===== src/rtl/axilite_pkg.sv =====
// Shared types for the AXI-Lite request scheduler slice.
// Latency: n/a (types and constants only).
// Backpressure: n/a.
package axilite_pkg;

  localparam int ADDR_W = 12;
  localparam int DATA_W = 32;
  localparam int STRB_W = 4;

  // One queued client request; 1 + 12 + 32 + 4 = 49 bits.
  typedef struct packed {
    logic              write;
    logic [ADDR_W-1:0] addr;
    logic [DATA_W-1:0] wdata;
    logic [STRB_W-1:0] wstrb;
  } axilite_cmd_t;

  typedef enum logic [1:0] {
    IDLE      = 2'd0,
    ISSUE     = 2'd1,
    WAIT_DONE = 2'd2,
    RESP      = 2'd3
  } sched_state_t;

endpackage


===== src/rtl/axilite_req_sched_if.sv =====
// Client request/response channels plus the master backend start/done bus.
// Latency: n/a (wiring only).
// Backpressure: req_ready / rsp_ready on the client side; backend has none.
interface axilite_req_sched_if;
  import axilite_pkg::*;

  // client request channel
  logic              req_valid;
  logic              req_ready;
  logic              req_write;
  logic [ADDR_W-1:0] req_addr;
  logic [DATA_W-1:0] req_wdata;
  logic [STRB_W-1:0] req_wstrb;

  // client response channel
  logic              rsp_valid;
  logic              rsp_ready;
  logic              rsp_write;
  logic [DATA_W-1:0] rsp_rdata;

  // backend of the AXI-Lite master
  logic              bk_wstart;
  logic [ADDR_W-1:0] bk_waddr;
  logic [DATA_W-1:0] bk_wdata;
  logic [STRB_W-1:0] bk_wstrb;
  logic              bk_wdone;
  logic              bk_rstart;
  logic [ADDR_W-1:0] bk_raddr;
  logic [DATA_W-1:0] bk_rdata;
  logic              bk_rdone;

  // scheduler view
  modport slave (
    input  req_valid, req_write, req_addr, req_wdata, req_wstrb,
    output req_ready,
    output rsp_valid, rsp_write, rsp_rdata,
    input  rsp_ready,
    output bk_wstart, bk_waddr, bk_wdata, bk_wstrb,
    input  bk_wdone,
    output bk_rstart, bk_raddr,
    input  bk_rdata, bk_rdone
  );

  // client + backend view driving the scheduler
  modport master (
    output req_valid, req_write, req_addr, req_wdata, req_wstrb,
    input  req_ready,
    input  rsp_valid, rsp_write, rsp_rdata,
    output rsp_ready,
    input  bk_wstart, bk_waddr, bk_wdata, bk_wstrb,
    output bk_wdone,
    input  bk_rstart, bk_raddr,
    output bk_rdata, bk_rdone
  );

endinterface


===== src/rtl/axilite_cmd_fifo.sv =====
// Synchronous command FIFO holding axilite_cmd_t entries, head visible combinationally.
// Latency: pushed entry is at the head the cycle after the push (no bypass).
// Backpressure: push ignored when full, pop ignored when empty; full/empty exported.
module axilite_cmd_fifo
  import axilite_pkg::*;
#(
  parameter int CMD_DEPTH = 4,
  parameter int LVL_W     = $clog2(CMD_DEPTH) + 1
) (
  input  logic             axi_aclk,
  input  logic             axi_aresetn,
  input  logic             push,
  input  axilite_cmd_t     push_cmd,
  input  logic             pop,
  output logic             full,
  output logic             empty,
  output logic [LVL_W-1:0] level,
  output axilite_cmd_t     head
);

  localparam int PTR_W = $clog2(CMD_DEPTH);

  axilite_cmd_t     mem [CMD_DEPTH];
  logic [PTR_W-1:0] wr_ptr;
  logic [PTR_W-1:0] rd_ptr;
  logic             do_push;
  logic             do_pop;

  assign full    = (level == LVL_W'(CMD_DEPTH));
  assign empty   = (level == '0);
  assign do_push = push && !full;
  assign do_pop  = pop && !empty;
  assign head    = mem[rd_ptr];

  // Storage write; payload needs no reset since level gates its use.
  always_ff @(posedge axi_aclk) begin
    if (do_push) mem[wr_ptr] <= push_cmd;
  end

  // Pointers wrap naturally (power-of-2 depth); level tracks push/pop, unchanged when both.
  always_ff @(posedge axi_aclk or negedge axi_aresetn) begin
    if (!axi_aresetn) begin
      wr_ptr <= '0;
      rd_ptr <= '0;
      level  <= '0;
    end else begin
      if (do_push) wr_ptr <= wr_ptr + 1'b1;
      if (do_pop)  rd_ptr <= rd_ptr + 1'b1;
      case ({do_push, do_pop})
        2'b10:   level <= level + 1'b1;
        2'b01:   level <= level - 1'b1;
        default: level <= level;
      endcase
    end
  end

endmodule


===== src/rtl/axilite_req_sched.sv =====
// In-order, single-outstanding scheduler feeding client requests to the AXI-Lite master backend.
// Latency: request accepted cycle 0 -> start pulse cycle 2; response valid the cycle after done.
// Backpressure: req_ready = !fifo_full; response held until rsp_ready, no new start meanwhile.
module axilite_req_sched
  import axilite_pkg::*;
#(
  parameter int CMD_DEPTH = 4,
  parameter int LVL_W     = $clog2(CMD_DEPTH) + 1
) (
  input  logic                axi_aclk,
  input  logic                axi_aresetn,
  axilite_req_sched_if.slave  bus,
  output logic                busy,
  output logic [LVL_W-1:0]    fifo_level
);

  sched_state_t      state;
  sched_state_t      state_nxt;
  axilite_cmd_t      req_cmd;
  axilite_cmd_t      head;
  logic              full;
  logic              empty;
  logic              pop;
  logic              cmd_write;
  logic [DATA_W-1:0] rdata_q;
  logic              done_match;

  assign req_cmd = '{write: bus.req_write, addr: bus.req_addr,
                     wdata: bus.req_wdata, wstrb: bus.req_wstrb};
  assign bus.req_ready = !full;

  axilite_cmd_fifo #(
    .CMD_DEPTH (CMD_DEPTH),
    .LVL_W     (LVL_W)
  ) u_cmd_fifo (
    .axi_aclk    (axi_aclk),
    .axi_aresetn (axi_aresetn),
    .push        (bus.req_valid),
    .push_cmd    (req_cmd),
    .pop         (pop),
    .full        (full),
    .empty       (empty),
    .level       (fifo_level),
    .head        (head)
  );

  // Only the done pulse matching the in-flight command type counts; the other is ignored.
  assign done_match = cmd_write ? bus.bk_wdone : bus.bk_rdone;

  // State register.
  always_ff @(posedge axi_aclk or negedge axi_aresetn) begin
    if (!axi_aresetn) state <= IDLE;
    else              state <= state_nxt;
  end

  // Next-state: one start per transaction, next issue only after the response handshake.
  always_comb begin
    state_nxt = state;
    case (state)
      IDLE:      if (!empty) state_nxt = ISSUE;
      ISSUE:     state_nxt = WAIT_DONE;
      WAIT_DONE: if (done_match) state_nxt = RESP;
      RESP:      if (bus.rsp_ready) state_nxt = empty ? IDLE : ISSUE;
      default:   state_nxt = IDLE;
    endcase
  end

  // Command type latched at issue; read data captured on the matching rdone, zeroed for writes.
  always_ff @(posedge axi_aclk or negedge axi_aresetn) begin
    if (!axi_aresetn) begin
      cmd_write <= 1'b0;
      rdata_q   <= '0;
    end else begin
      if (state == ISSUE) cmd_write <= head.write;
      if (state == WAIT_DONE && done_match) rdata_q <= cmd_write ? '0 : bus.bk_rdata;
    end
  end

  // Outputs decoded from state; backend fields are driven only during the issue cycle.
  always_comb begin
    pop           = 1'b0;
    bus.bk_wstart = 1'b0;
    bus.bk_waddr  = '0;
    bus.bk_wdata  = '0;
    bus.bk_wstrb  = '0;
    bus.bk_rstart = 1'b0;
    bus.bk_raddr  = '0;
    bus.rsp_valid = 1'b0;
    bus.rsp_write = 1'b0;
    bus.rsp_rdata = '0;
    busy          = (state != IDLE) || !empty;
    case (state)
      ISSUE: begin
        pop = 1'b1;
        if (head.write) begin
          bus.bk_wstart = 1'b1;
          bus.bk_waddr  = head.addr;
          bus.bk_wdata  = head.wdata;
          bus.bk_wstrb  = head.wstrb;
        end else begin
          bus.bk_rstart = 1'b1;
          bus.bk_raddr  = head.addr;
        end
      end
      RESP: begin
        bus.rsp_valid = 1'b1;
        bus.rsp_write = cmd_write;
        bus.rsp_rdata = rdata_q;
      end
      default: ;
    endcase
  end

endmodule


===== src/flat_wrapper.sv =====
// flat-port wrapper written by rule: the top's interface ports become plain ports
module axilite_req_sched_flat import axilite_pkg::*;
#(
  parameter int CMD_DEPTH = 4,
  parameter int LVL_W     = $clog2(CMD_DEPTH) + 1
)
  (axi_aclk, axi_aresetn, busy, fifo_level, bus_req_valid, bus_req_write, bus_req_addr, bus_req_wdata, bus_req_wstrb, bus_req_ready, bus_rsp_valid, bus_rsp_write, bus_rsp_rdata, bus_rsp_ready, bus_bk_wstart, bus_bk_waddr, bus_bk_wdata, bus_bk_wstrb, bus_bk_wdone, bus_bk_rstart, bus_bk_raddr, bus_bk_rdata, bus_bk_rdone);
  axilite_req_sched_if bus_i ();
  input  logic axi_aclk;
  input  logic axi_aresetn;
  output logic busy;
  output logic [LVL_W-1:0] fifo_level;
  input wire logic [$bits(bus_i.req_valid)-1:0] bus_req_valid;
  input wire logic [$bits(bus_i.req_write)-1:0] bus_req_write;
  input wire logic [$bits(bus_i.req_addr)-1:0] bus_req_addr;
  input wire logic [$bits(bus_i.req_wdata)-1:0] bus_req_wdata;
  input wire logic [$bits(bus_i.req_wstrb)-1:0] bus_req_wstrb;
  output wire logic [$bits(bus_i.req_ready)-1:0] bus_req_ready;
  output wire logic [$bits(bus_i.rsp_valid)-1:0] bus_rsp_valid;
  output wire logic [$bits(bus_i.rsp_write)-1:0] bus_rsp_write;
  output wire logic [$bits(bus_i.rsp_rdata)-1:0] bus_rsp_rdata;
  input wire logic [$bits(bus_i.rsp_ready)-1:0] bus_rsp_ready;
  output wire logic [$bits(bus_i.bk_wstart)-1:0] bus_bk_wstart;
  output wire logic [$bits(bus_i.bk_waddr)-1:0] bus_bk_waddr;
  output wire logic [$bits(bus_i.bk_wdata)-1:0] bus_bk_wdata;
  output wire logic [$bits(bus_i.bk_wstrb)-1:0] bus_bk_wstrb;
  input wire logic [$bits(bus_i.bk_wdone)-1:0] bus_bk_wdone;
  output wire logic [$bits(bus_i.bk_rstart)-1:0] bus_bk_rstart;
  output wire logic [$bits(bus_i.bk_raddr)-1:0] bus_bk_raddr;
  input wire logic [$bits(bus_i.bk_rdata)-1:0] bus_bk_rdata;
  input wire logic [$bits(bus_i.bk_rdone)-1:0] bus_bk_rdone;
  assign bus_i.req_valid = bus_req_valid;
  assign bus_i.req_write = bus_req_write;
  assign bus_i.req_addr = bus_req_addr;
  assign bus_i.req_wdata = bus_req_wdata;
  assign bus_i.req_wstrb = bus_req_wstrb;
  assign bus_req_ready = bus_i.req_ready;
  assign bus_rsp_valid = bus_i.rsp_valid;
  assign bus_rsp_write = bus_i.rsp_write;
  assign bus_rsp_rdata = bus_i.rsp_rdata;
  assign bus_i.rsp_ready = bus_rsp_ready;
  assign bus_bk_wstart = bus_i.bk_wstart;
  assign bus_bk_waddr = bus_i.bk_waddr;
  assign bus_bk_wdata = bus_i.bk_wdata;
  assign bus_bk_wstrb = bus_i.bk_wstrb;
  assign bus_i.bk_wdone = bus_bk_wdone;
  assign bus_bk_rstart = bus_i.bk_rstart;
  assign bus_bk_raddr = bus_i.bk_raddr;
  assign bus_i.bk_rdata = bus_bk_rdata;
  assign bus_i.bk_rdone = bus_bk_rdone;
  axilite_req_sched #(.CMD_DEPTH(CMD_DEPTH), .LVL_W(LVL_W)) u_core (.axi_aclk(axi_aclk), .axi_aresetn(axi_aresetn), .bus(bus_i), .busy(busy), .fifo_level(fifo_level));
endmodule

===== config.mk =====
export PLATFORM = sky130hd
export DESIGN_NAME = axilite_req_sched_flat
export DESIGN_NICKNAME = d
export VERILOG_FILES = /design/src/rtl/axilite_pkg.sv /design/src/rtl/axilite_req_sched_if.sv /design/src/rtl/axilite_cmd_fifo.sv /design/src/rtl/axilite_req_sched.sv /design/src/flat_wrapper.sv
export SDC_FILE = /design/constraint.sdc
export NUM_CORES = 1
export LEC_CHECK = 0
export BUFFER_PORTS_ARGS = -buffer_cell sky130_fd_sc_hd__buf_2
export CORE_MARGIN = 2
export CORE_UTILIZATION = 40
export CTS_CLUSTER_DIAMETER = 60
export DETAILED_ROUTE_END_ITERATION = 10
export GPL_ROUTABILITY_DRIVEN = 0
export PLACE_DENSITY_LB_ADDON = 0.1
export SYNTH_ARGS = -nofsm -noshare
export SYNTH_HDL_FRONTEND = slang
export SYNTH_SLANG_ARGS = --single-unit
export TNS_END_PERCENT = 50

===== constraint.sdc =====
create_clock -name axi_aclk -period 2.03 [get_ports axi_aclk]
set_input_delay 0.406 -clock axi_aclk [delete_from_list [all_inputs] [get_ports axi_aclk]]
set_output_delay 0.406 -clock axi_aclk [all_outputs]
set_load 0.005 [all_outputs]

==> results.md, run 1 <==
- CP max stage delay: 570 ps
- GR Layer Usage met3: 3.93%
- Area grow syn2layout: 31.6%
- Register bit count reported by yosys: 238
- Tot GR Track Use: 17.2%
- Average wire per standard cell: 19.5 um
- Fill cells: 1970
- Total power: 18.7 mW
- Synth cell count leaders: 196 x edfxtp_1, 67 x nand2_1, 51 x and3_1, 49 x mux4_2, 42 x dfrtp_1
- Grt peak-use layer: met2
- CP max-delay cell: mux4_2
- EDFF count, synth: 196
- Routed wire length: 21.9 mm
- CP most frequent cell: buf_12
- Max_cap viols: 0
- Synth Net Count: 666
- Hold EP: u_core.u_cmd_fifo.mem[1][18]$_DFFE_PP_
- Count of input and output buffers: 187
- Chip height: 159 um
- Setup TNS Final: -29350 ps
- Core box area: 23500 um2
- Initial drt markers: 307
- Number of H-tree levels: 1
- Ys async rst share: 17.6%
- Synth area leaders: edfxtp_1 61%, mux4_2 11%, dfrtp_1 11%
- Slew @ Worst Pin: 537 ps
- Met2 Track Usage GR: 28.8%
- CP Cell Sequence: mux4_2 -> buf_12 -> buf_12 -> and3_1 -> buf_2
- Startpoint Class: register
- Register area share after synthesis: 72.1%
- Pleak: 5.04 nW
- Die ar.: 25300 um2
- Met1 usage: 22.9%
- FP Rows: 56
- Worst setup EP type: output pin
- Slew margin rel.: 64.2%
- RSZ-0062 raised after global routing: true
- Largest net degree at the start of global routing: 52
- Cell with the most instances after synthesis: edfxtp_1
- Period utilisation layout: 125%
- GRT overflow: 0
- Worst Hold Slack: 88.5 ps
- PwrDens: 1470 nW/um2
- Vias in the first global route: 5846
- DR pass1 iterations: 4
- Syn avg cell area: 16.9 um2
- R2R Path End: u_core.u_cmd_fifo.level[2]$_DFFE_PN0P_
- Via count: 5564
- Final setup viols: 64
- Initial antenna violation count: 3
- Synth area leader: edfxtp_1
- Die span in x: 159 um
- Failing checks: setup timing
- CTS Buf Count: 26
- Fin. Hold Viols: 0
- Hold Path Origin: bus_req_wdata[14]
- Boundary Pins: 188
- CTS clock-pin slew for the worst setup and hold paths: 60 ps
- Final Critical Period: 2550 ps
- Post-Synthesis Cells: 568
- Main flop type after synthesis: edfxtp_1
- Pins Over Slew Limit: 0
- Count of different cell masters after synthesis: 29
- Vias per Instance: 4.96
- Hold depth: 1
- Share of the synthesized area in the top cell type: 61.1%
- Crit Reg-Reg Startpoint: u_core.state[1]$_DFFE_PN0P_
- First-pass GRT wire length: 33.9 mm
- CP required: 1620 ps
- Share of cells above drive strength 1: 47.2%
- Sink Count: 238
- Clock tree root driver cell: clkbuf_16
- Synth Cell Area: 9630 um2
- Crit-path max FO: 15
- Status: finished, violations left
- Residual DRC count: 0
- Latest clock arrival within the worst-skew pair: 530 ps
- YS warnings: 0
- Worst ir drop on vdd: 0.680 mV
- Final nets: 885
- Antenna viol nets, final: 0
- Fmax: 393 MHz
- R2r setup slk: 80 ps
- CTS tree: done
- Worst-case clock skew: 20.5 ps
- Setup CP Type: register to output pin
- Initial core utilization: 40.9%
- CTS Buffer Depth: 3
- Antenna diodes: 0
- Worst min path class: primary input to register
- Final setup margin: -516 ps
- R2R cell count: 9
- Crit path DAT: 2140 ps
- DP HPWL: 13.3 mm
==> sequential cells by signal (all words and copies together) (netlist names) <==
register                  flops
u_core.cmd_write              1
u_core.u_cmd_fifo.mem       196
u_core.u_cmd_fifo.wr_ptr      2
u_core.u_cmd_fifo.level       3
u_core.u_cmd_fifo.rd_ptr      2
u_core.rdata_q               32
u_core.state                  2
==> repair_timing <==
action                                 in CTS  in global routing
buffers inserted                            4                  0
setup endpoints to repair                  96                 97
gates resized for setup                    71                 61
gates cloned                                4                  1
pin swaps                                   6                  4
hold buffers                                1                  0
endpoints found under the hold margin      21                  0
==> layout by cell type (no fill, tap or decap), types with 4 or more instances in the layout <==
cell / synthesis / layout
dfrtp_1: 42 / 37
and3_2: 0 / 4
buf_6: 5 / 51
and2_1: 34 / 12
buf_12: 0 / 14
and2_4: 0 / 22
edfxtp_1: 196 / 196
inv_1: 14 / 10
inv_2: 0 / 4
clkbuf_1: 20 / 5
buf_4: 2 / 13
dfrtp_2: 0 / 4
nand2_1: 67 / 66
nor2b_1: 12 / 11
mux4_2: 49 / 49
ha_1: 10 / 8
buf_2: 8 / 141
o21ai_0: 35 / 35
clkbuf_16: 0 / 27
and3_1: 51 / 20
and3_4: 0 / 27
clkinv_1: 0 / 7
==> where the power goes <==
group	internal, mW	switching (mW)
sequential	6.61	0.444
combinational	3.84	3.49
clock	2.46	1.81
total	12.9	5.74
==> metal layers <==
layer / share of wire [%] / vias to the layer above
met2: 48 / 157
met1: 44 / 2789
met5: 0.11 / -
met3: 5.8 / 27
li1: - / 2587
met4: 1.6 / 4
==> cell families (layout without fill, tap and decap cells) <==
logic type,count (synthesis),after routing,synth area share [%]
flops,238,238,72.1
simple gates,174,175,9.62
mux,52,52,11.8
buf+inv,50,284,2.52
compound gates,37,37,1.96
fa+ha+maj,11,11,1.51
xor+xnor,6,6,0.546
==> layout make-up <==
class | count | area (um2) | area share [%]
clock inverters | 13 | 96.3 | 0.761
well taps | 319 | 399 | 3.15
flip-flops and latches | 238 | 6950 | 54.8
repair buffers | 226 | 1810 | 14.3
inverters | 14 | 52.6 | 0.415
multi-input cells | 281 | 2700 | 21.3
clock buffers | 31 | 669 | 5.29
==> stage by stage <==
stage	std cells	utilization (%)	setup slack, ps	cell area (um2)
finish	1122	53.8	-516	12700
floorplan	568	-	-286	9630
CTS	1121	52.5	-538	12400
global placement	1068	47.3	25.8	11100
detailed placement	1068	47.3	-38.4	11100
global route	1122	53.8	-595	12700
==> critical path, delay by kind of cell (launching register included) <==
kind | cells | cell delay, ps
flops | 1 | 430
buf+inv | 3 | 450
mux | 1 | 570
simple gates | 1 | 170
==> how the worst max path moves through the flow <==
| stage | from | to | slack, ps |
|---|---|---|---|
| after global routing | u_core.u_cmd_fifo.rd_ptr[0]$_DFFE_PN0P_ | bus_bk_raddr[6] | -600 |
| after detailed placement | u_core.state[1]$_DFFE_PN0P_ | bus_bk_raddr[10] | -40 |
| after CTS | u_core.u_cmd_fifo.rd_ptr[0]$_DFFE_PN0P_ | bus_bk_waddr[1] | -540 |
| after floorplan | u_core.u_cmd_fifo.level[0]$_DFFE_PN0P_ | u_core.u_cmd_fifo.mem[2][0]$_DFFE_PP_ | -290 |
| after global placement | u_core.u_cmd_fifo.rd_ptr[0]$_DFFE_PN0P_ | bus_bk_raddr[10] | 30 |
| final | u_core.u_cmd_fifo.rd_ptr[0]$_DFFE_PN0P_ | bus_bk_wdata[8] | -520 |
No activity file was read; power rests on OpenSTA's default activity.
==> run 2, diff against run 1 <==
- PLACE_DENSITY: default -> 0.74
- PLACE_DENSITY_LB_ADDON: 0.1 -> default
==> run 2 against run 1 <==
The run still ends with setup timing left. Setup slack got worse by 41 ps. Hold slack lost 17 ps. Count of clock-buffer cells in the layout up 4. Combinational power is 10% lower. Clock power up 12%. Critical endpoint is now bus_bk_rstart. Largest cell class unchanged. Largest power group is now registers.
==> results.md, run 2 (synthesis gave the netlist of run 1 again) <==
- Share of cells above drive strength 1: 43.7% (was 47.2%)
- Fin. Hold Viols: 0 (unchanged)
- Crit-path max FO: 7 (was 15)
- Number of H-tree levels: 1 (unchanged)
- Final Critical Period: 2590 ps (was 2550 ps)
- Routed wire length: 21.5 mm (was 21.9 mm)
- Met1 usage: 21.3% (was 22.9%)
- Most frequent cells in the layout: 196 x edfxtp_1, 174 x buf_2, 67 x nand2_1, 49 x mux4_2, 39 x dfrtp_1 (was 196 x edfxtp_1, 141 x buf_2, 66 x nand2_1, 51 x buf_6, 49 x mux4_2)
- PwrDens: 1480 nW/um2 (was 1470 nW/um2)
- Tot GR Track Use: 16.9% (was 17.2%)
- Failing checks: setup timing (unchanged)
- Slew @ Worst Pin: 458 ps (was 537 ps)
- Largest net degree at the start of global routing: 65 (was 52)
- Largest register by flop count: u_core.u_cmd_fifo.mem (unchanged)
- Hold depth: 1 (unchanged)
- CTS Buffer Depth: 3 (unchanged)
- Boundary Pins: 188 (unchanged)
- Vias in the first global route: 5942 (was 5846)
- Startpoint Class: register (unchanged)
- R2R Path End: u_core.u_cmd_fifo.level[2]$_DFFE_PN0P_ (unchanged)
- Post-route cell area: 12400 um2 (was 12700 um2)
- Area grow syn2layout: 29.2% (was 31.6%)
- Latest clock arrival within the worst-skew pair: 540 ps (was 530 ps)
- Worst ir drop on vdd: 1.01 mV (was 0.680 mV)
- Initial core utilization: 40.9% (unchanged)
- Sink Count: 238 (unchanged)
- Die ar.: 25300 um2 (unchanged)
- Placed cell area: 11200 um2 (was 11100 um2)
- FP Rows: 56 (unchanged)
- Slew margin rel.: 69.5% (was 64.2%)
- Period utilisation layout: 127% (was 125%)
- Final nets: 889 (was 885)
- Pre-CTS WS: 21.3 ps (was -38.4 ps)
- Initial drt markers: 374 (was 307)
- Commonest non-fill, non-tap cell in the layout: edfxtp_1 (unchanged)
- Worst-case clock skew: 27.1 ps (was 20.5 ps)
- Antenna viol nets, final: 0 (unchanged)
- Core box area: 23500 um2 (unchanged)
- Setup TNS Final: -31950 ps (was -29350 ps)
- Via count: 5705 (was 5564)
- CP max-delay cell: mux4_2 (unchanged)
- Final setup viols: 68 (was 64)
- Biggest registers after layout: u_core.u_cmd_fifo.mem (196), u_core.rdata_q (32), u_core.u_cmd_fifo.level (3) (unchanged)
- Clock tree root driver cell: clkbuf_16 (unchanged)
- Met2 Track Usage GR: 29.2% (was 28.8%)
- Worst min path class: primary input to register (unchanged)
- CTS clock-pin slew for the worst setup and hold paths: 60 ps (about the same)
- Crit path DAT: 2180 ps (was 2140 ps)
- Pins Over Slew Limit: 0 (unchanged)
- Max_cap viols: 0 (unchanged)
- Largest register FFs: 196 (unchanged)
- Setup CP Type: register to output pin (unchanged)
- CTS Buf Count: 27 (was 26)
- R2r setup slk: 90 ps (was 80 ps)
- Worst setup endpoint: bus_bk_rstart (was bus_bk_wdata[8])
- CTS tree: done (unchanged)
- Worst setup EP type: output pin (unchanged)
- DR pass1 iterations: 4 (unchanged)
- First-pass GRT wire length: 33.7 mm (was 33.9 mm)
- CP max stage delay: 640 ps (was 570 ps)
- Grt peak-use layer: met2 (unchanged)
- Pleak: 5.06 nW (was 5.04 nW)
- CP Cell Sequence: mux4_2 -> nand2b_4 -> buf_6 -> inv_2 -> buf_2 (was mux4_2 -> buf_12 -> buf_12 -> and3_1 -> buf_2)
- Die span in x: 159 um (unchanged)
- RSZ-0062 raised after global routing: true (unchanged)
- Final setup margin: -558 ps (was -516 ps)
- Status: finished, violations left (unchanged)
- CP required: 1620 ps (about the same)
- Average wire per standard cell: 18.9 um (was 19.5 um)
- DP HPWL: 13.6 mm (was 13.3 mm)
- GR Layer Usage met3: 4.56% (was 3.93%)
- Chip height: 159 um (unchanged)
- R2R cell count: 8 (was 9)
- Vias per Instance: 5.02 (was 4.96)
- Residual DRC count: 0 (unchanged)
- Crit Reg-Reg Startpoint: u_core.state[0]$_DFFE_PN0P_ (was u_core.state[1]$_DFFE_PN0P_)
- Initial antenna violation count: 5 (was 3)
- Setup crit start: u_core.u_cmd_fifo.rd_ptr[0]$_DFFE_PN0P_ (unchanged)
- Fmax: 386 MHz (was 393 MHz)
- GRT overflow: 0 (unchanged)
- Count of input and output buffers: 187 (unchanged)
- Fill cells: 1937 (was 1970)
run 2: cell count changes in the layout (fill, tap and decap cells not counted), sizes merged:
cell | previous run | this run
buf | 224 | 228
bufinv | 1 | 3
clkbuf | 32 | 35
clkinv | 12 | 10
clkinvlp | 0 | 1
diode | 0 | 5
inv | 14 | 15
run 2: cell type report:
| class | instances | area (um2) | share of cell area, % |
|---|---|---|---|
| Antenna cell | 5 | 12.5 | 0.101 |
| Clock inverter | 15 | 165 | 1.33 |
| Multi-Input combinational cell | 281 | 2570 | 20.7 |
| Inverter | 14 | 52.6 | 0.422 |
| Clock buffer | 35 | 726 | 5.83 |
| Timing Repair Buffer | 229 | 1570 | 12.6 |
| Tap cell | 319 | 399 | 3.21 |
| Sequential cell | 238 | 6940 | 55.8 |
run 2: worst min-delay path by stage:
| stage | from | slack (ps) | to |
|---|---|---|---|
| global route | bus_req_wdata[9] | 60 | u_core.u_cmd_fifo.mem[3][13]$_DFFE_PP_ |
| finish | bus_req_wdata[9] | 70 | u_core.u_cmd_fifo.mem[2][13]$_DFFE_PP_ |
| detailed placement | axi_aresetn | 390 | u_core.rdata_q[2]$_DFFE_PN0P_ |
| CTS | bus_req_wdata[1] | 50 | u_core.u_cmd_fifo.mem[2][5]$_DFFE_PP_ |
| global placement | axi_aresetn | 390 | u_core.rdata_q[7]$_DFFE_PN0P_ |
| floorplan | axi_aresetn | 110 | u_core.cmd_write$_DFFE_PN0P_ |
run 2: routing by layer:
metal | share of wire (%) | vias to the layer above | wire length, um
li1 | - | 2594 | -
met1 | 41 | 2865 | 8860
met2 | 50 | 204 | 10700
met3 | 6.8 | 40 | 1460
met4 | 2.4 | 2 | 524
met5 | 0.070 | - | 15
run 2: power breakdown:
group	total, mW	internal, mW	switching, mW
registers	7.08	6.61	0.471
clock network	4.77	2.91	1.87
logic	6.58	3.31	3.27
total	18.4	12.8	5.61
run 2: critical path, delay by kind of cell (launching register included):
| kind | cells | cell delay, ps |
|---|---|---|
| muxes | 1 | 640 |
| DFF | 1 | 480 |
| and+or+nand+nor | 1 | 270 |
| buffers and inverters | 3 | 270 |
run 2: stage by stage:
step	hold slack (ps)	util (%)	std cells	power, mW
2_1_floorplan	110	-	568	10.7
3_3_place_gp	386	47.7	1075	13.1
3_5_place_dp	389	47.7	1075	13.2
4_1_cts	48.3	52.4	1130	18.5
5_1_grt	57.0	52.8	1133	19.5
6_report	71.2	52.8	1136	18.4
run 2: what timing repair did:
action / CTS / global route
setup buffers: 2 / 1
endpoints found under the hold margin: 16 / 0
hold buffers: 1 / 0
gates cloned: 2 / 1
setup endpoints to repair: 96 / 97
pin swaps: 14 / 2
resized for setup: 27 / 29
